**src/rtl/mux_arb_n_if.sv**
```systemverilog
// mux_arb_n_if: input-channel and output handshake bundle for mux_arb_n
interface mux_arb_n_if #(
    parameter int WIDTH = 4,
    parameter int NCH   = 3,
    parameter int SELW  = 2
);
    logic [NCH*WIDTH-1:0] in_data;
    logic [NCH-1:0]       in_valid;
    logic [NCH-1:0]       in_ready;
    logic                 mode;
    logic [SELW-1:0]      sel;
    logic [WIDTH-1:0]     out_data;
    logic                 out_valid;
    logic                 out_ready;
    logic [SELW-1:0]      out_ch;
    logic                 err;
    modport master (
        output in_data, in_valid, mode, sel, out_ready,
        input  in_ready, out_data, out_valid, out_ch, err
    );
    modport slave (
        input  in_data, in_valid, mode, sel, out_ready,
        output in_ready, out_data, out_valid, out_ch, err
    );
endinterface

```
**src/rtl/mux_arb_n.sv**
```systemverilog
// mux_arb_n: N-channel registered mux/arbiter, explicit select or round-robin.
// Define MUX_SEL_CHECK_EN to build the sticky out-of-range select flag on err.
module mux_arb_n #(
    parameter int WIDTH = 4,
    parameter int NCH   = 3,
    parameter int SELW  = 2
) (
    input logic      clk,
    input logic      rst_n,
    mux_arb_n_if.slave bus
);
    typedef enum logic {EMPTY, FULL} state_t;
    state_t state, state_nxt;
    logic [SELW-1:0] ptr, gidx, c, ch_q;
    logic [NCH-1:0] grant;
    logic [WIDTH-1:0] data_q;
    logic load_en, any;
    always_comb begin
        grant = '0;
        gidx = bus.sel;
        c = '0;
        if (!bus.mode) begin
            if (int'(bus.sel) < NCH && bus.in_valid[bus.sel]) grant[bus.sel] = 1'b1;
        end else begin
            // scan from the far end so the nearest channel after ptr wins
            for (int k = NCH; k >= 1; k--) begin
                c = SELW'((int'(ptr) + k) % NCH);
                if (bus.in_valid[c]) begin
                    grant = '0;
                    grant[c] = 1'b1;
                    gidx = c;
                end
            end
        end
    end
    assign any = |grant;
    assign load_en = state == EMPTY || bus.out_ready;
    assign bus.in_ready = rst_n ? grant & {NCH{load_en}} : '0;
    assign bus.out_valid = state == FULL;
    assign bus.out_data = data_q;
    assign bus.out_ch = ch_q;
    always_comb begin
        state_nxt = state;
        if (load_en) state_nxt = any ? FULL : EMPTY;
    end
    always_ff @(posedge clk) begin
        if (!rst_n) begin
            state <= EMPTY;
            data_q <= '0;
            ch_q <= '0;
            ptr <= SELW'(NCH - 1);
        end else begin
            state <= state_nxt;
            if (load_en && any) begin
                data_q <= bus.in_data[gidx*WIDTH +: WIDTH];
                ch_q <= gidx;
                ptr <= gidx;
            end
        end
    end
`ifdef MUX_SEL_CHECK_EN
    logic err_q;
    always_ff @(posedge clk) begin
        if (!rst_n) err_q <= 1'b0;
        else if (!bus.mode && int'(bus.sel) >= NCH) err_q <= 1'b1;
    end
    assign bus.err = err_q;
`else
    assign bus.err = 1'b0;
`endif
endmodule

```
**src/flat_wrapper.sv**
```systemverilog
// flat-port wrapper written by rule: the top's interface ports become plain ports
module mux_arb_n_flat 
#(
    parameter int WIDTH = 4,
    parameter int NCH   = 3,
    parameter int SELW  = 2
)
  (clk, rst_n, bus_in_data, bus_in_valid, bus_mode, bus_sel, bus_out_ready, bus_in_ready, bus_out_data, bus_out_valid, bus_out_ch, bus_err);
  mux_arb_n_if #(.WIDTH(WIDTH), .NCH(NCH), .SELW(SELW)) bus_i ();
  input logic clk;
  input logic rst_n;
  input wire logic [$bits(bus_i.in_data)-1:0] bus_in_data;
  input wire logic [$bits(bus_i.in_valid)-1:0] bus_in_valid;
  input wire logic [$bits(bus_i.mode)-1:0] bus_mode;
  input wire logic [$bits(bus_i.sel)-1:0] bus_sel;
  input wire logic [$bits(bus_i.out_ready)-1:0] bus_out_ready;
  output wire logic [$bits(bus_i.in_ready)-1:0] bus_in_ready;
  output wire logic [$bits(bus_i.out_data)-1:0] bus_out_data;
  output wire logic [$bits(bus_i.out_valid)-1:0] bus_out_valid;
  output wire logic [$bits(bus_i.out_ch)-1:0] bus_out_ch;
  output wire logic [$bits(bus_i.err)-1:0] bus_err;
  assign bus_i.in_data = bus_in_data;
  assign bus_i.in_valid = bus_in_valid;
  assign bus_i.mode = bus_mode;
  assign bus_i.sel = bus_sel;
  assign bus_i.out_ready = bus_out_ready;
  assign bus_in_ready = bus_i.in_ready;
  assign bus_out_data = bus_i.out_data;
  assign bus_out_valid = bus_i.out_valid;
  assign bus_out_ch = bus_i.out_ch;
  assign bus_err = bus_i.err;
  mux_arb_n #(.WIDTH(WIDTH), .NCH(NCH), .SELW(SELW)) u_core (.clk(clk), .rst_n(rst_n), .bus(bus_i));
endmodule
```
**config.mk**
```make
export PLATFORM = sky130hd
export DESIGN_NAME = mux_arb_n_flat
export DESIGN_NICKNAME = d
export VERILOG_FILES = /design/src/rtl/mux_arb_n_if.sv /design/src/rtl/mux_arb_n.sv /design/src/flat_wrapper.sv
export SDC_FILE = /design/constraint.sdc
export NUM_CORES = 1
export LEC_CHECK = 0
export ABC_AREA = 1
export ABC_CLOCK_PERIOD_IN_PS = 5800
export BUFFER_PORTS_ARGS = -buffer_cell sky130_fd_sc_hd__buf_2
export CORE_MARGIN = 2
export CORE_UTILIZATION = 45
export CTS_CLUSTER_SIZE = 16
export DETAILED_ROUTE_END_ITERATION = 8
export PLACE_DENSITY = 0.75
export SLEW_MARGIN = 10
export SYNTH_ARGS = -nofsm -noshare
export SYNTH_HDL_FRONTEND = slang
export SYNTH_SLANG_ARGS = --single-unit
```
**constraint.sdc**
```tcl
create_clock -name clk -period 5.8 [get_ports clk]
set_input_delay 1.16 -clock clk [delete_from_list [all_inputs] [get_ports clk]]
set_output_delay 1.16 -clock clk [all_outputs]
set_load 0.005 [all_outputs]
```
==> impl_metrics.toml <==
[grt]
grt_max_degree = 8
gr-usage-all-layers_pct = 19.9
grt_pass1_wl_um = 3800
overflow = 0
antenna_found_initial = 0
grt_pass1_vias = 950

[finish]
diodes = 0
final_common_cell = "nand2_1"
multiInputGateArea_um2 = 624
final_cell_mix = "nand2_1, buf_2, inv_1"
final_area_um2 = 1100
nets = 209
fill_cells = 215
regArea_um2 = 160
layout-drive-gt1-share_pct = 32.4
syn_to_final_growth_pct = 21.2

[pwr]
p_switching_w = 0.000348
ir_worst_vdd_uv = 325
p_clk_share_pct = 6.8
seqPwrFrac_pct = 15.5
leakage_nw = 0.655
p_total_w = 0.000629
internal_power_w = 0.000280
powerDensity_nw_per_um2 = 574
switching_share_pct = 55.4
combPwrFrac_pct = 77.7

[place]
post_dp_cell_area_um2 = 1070
io_buffer_count = 30
place_congestion = 0.833
dp.final_hpwl_um = 1870
dp_slack_ps = 2400

[floorplan]
core_um2 = 1920
pin_count = 32
die_h_um = 48.8
initial_utilization_pct = 47.1
rows = 16
die-area_um2 = 2380
die_w_um = 48.8

[critical_path]
worst_path_max_delay_cell = "o21ai_2"
critPathCaptureType = "output port"
timing.rr.end = "u_core.bus.out_data[0]"
startpoint_type = "input port"
critPathRequiredTime_ps = 4640
cp_max_fo = 6
crit_path_frequent_cell = "nand2_1"
r2r_slack_ps = 3670
crit_chain = "buf_2 -> inv_1 -> o21ai_2 -> nand2_2 -> nand2_1 -> nand2_1 -> nand2_2 -> nand2_4 -> nand2_4 -> nand2_1 -> nor2_1 -> buf_2"
critical_path_arrival_ps = 2260
timing.rr.start = "u_core.bus.out_ch[0]"
cp-startpoint = "bus_in_valid[2]"
ff2ff_path_depth = 15
crit_type = "input port to output port"
max_stage_delay_ps = 190

[worst_hold_path]
min_from = "u_core.bus.out_data[3]"
min_to = "u_core.bus.out_data[3]"
hp-class = "register to register"
holdPathStages = 2

[clock_network]
post-cts-setup-buffers = 0
clk_pin_slew_ps = 50
clockRootBuffer = "clkbuf_4"
clockBufferDepth = 2
cts_tree = "yes"
cts_max_level = 1
cts_buffers = 3
cts_resized = 0
clock_latency_ps = 260
clock_sinks = 8
postCtsHoldBufs = 0

[drt]
first_pass_iters = 4
drt_iter0_drc = 22
ant_nets = 0
avgRoutedWirePerCell_um = 10.5
routed_wl_um = 2190
vias = 1054
remaining_drc_errors = 0
routed_via_density = 5.04

[timing]
timing.fmax_mhz = 293
setup_ws_ps = 2380
final.setup.tns_ps = 0
finalCriticalPeriod_ps = 3420
finClkSkew_ps = 5.37
final_max_slew_viol_count = 0
rsz0062_at_grt = "false"
setup_viol = 0
finalHoldViolations = 0
period_share_pct = 58.9

[yosys]
async_reset_ff_share_pct = 0
ys_seq_area_share_pct = 17.7
synth_cell_types = 21
synth_area_um2 = 905
syn_avg_cell_area_um2 = 5.99
ys_warn_count = 0
syn_nets = 176
netlist_instances = 151
synth-main-ff-cell = "dfxtp_1"
ys_ff_latch = 8
synth_edf_count = 0

[outcome]
status = "finished clean"

[flow_run]
drv_cap = 0
[routing by layer]
layer / vias to the layer above / routed length, um / GRT usage, %
met1: 484 / 928 / 22.9
li1: 539 / - / -
met2: 29 / 1130 / 36.5
met5: - / 0 / 0
met3: 2 / 108 / 3.37
met4: 0 / 21 / 7.14
[critical path, delay by kind of cell]
family	cells	cell delay, ps
buffers and inverters	3	290
AOI/OAI and AO/OA	1	190
and+or+nand+nor	8	610
[Yosys cell counts (2+ instances only)]
master	count	area share, %
o21ai_1	2	1.1
inv_1	22	9.1
nand3_2	3	3.3
nand2_1	44	18
nand2_4	3	3.7
inv_2	6	2.5
nand3_1	20	11
buf_4	2	1.7
nand2_2	9	6.2
o21ai_2	2	1.9
dfxtp_1	8	18
nand4_1	5	3.5
ha_1	4	5.5
a21oi_1	8	4.4
nor2_1	7	2.9
[kinds of logic after synthesis]
kind of cell,after synthesis,synth area share (%)
AND/OR/NAND/NOR,92,51.2
AO/OA/AOI/OAI,16,11.9
other,1,0.415
flip-flops,8,17.7
adder cells (fa/ha/maj),4,5.53
buffers and inverters,30,13.3
[sequential cells by signal, indices dropped and copies added (netlist names)]
signal	cells
u_core.bus.out_ch	2
u_core.bus.out_data	4
u_core.bus.out_valid	1
u_core.ptr	1
[power by group through the flow]
stage	logic, W	clock network (W)	registers (W)
after floorplan	0.000385	0	0.0000997
after global placement	0.000482	0	0.0000980
after detailed placement	0.000487	0	0.0000989
after CTS	0.000490	0.0000446	0.0000979
after global routing	0.000553	0.0000475	0.000102
final	0.000489	0.0000427	0.0000975
[through the flow]
stage | hold WS (ps) | std cells | util (%)
2_1_floorplan | 460 | 151 | -
3_3_place_gp | 450 | 206 | 55.9
3_5_place_dp | 453 | 206 | 55.9
4_1_cts | 460 | 209 | 57.0
5_1_grt | 482 | 209 | 57.0
6_report | 461 | 209 | 57.0
[worst max-delay path by stage]
stage / to / slack [ps]
floorplan: bus_in_ready[1] / 2680
global placement: bus_in_ready[1] / 2420
detailed placement: bus_in_ready[1] / 2400
CTS: bus_in_ready[1] / 2390
global route: bus_in_ready[1] / 2280
finish: bus_in_ready[1] / 2380
[area by class of cell]
type                            instances  area share (%)
Clock buffer                            3            2.05
Sequential cell                         8            14.6
Timing Repair Buffer                   30            13.7
Inverter                               28            9.59
Tap cell                               27            3.08
Multi-Input combinational cell        113            57.0
Power figures use the tool's default switching activity.
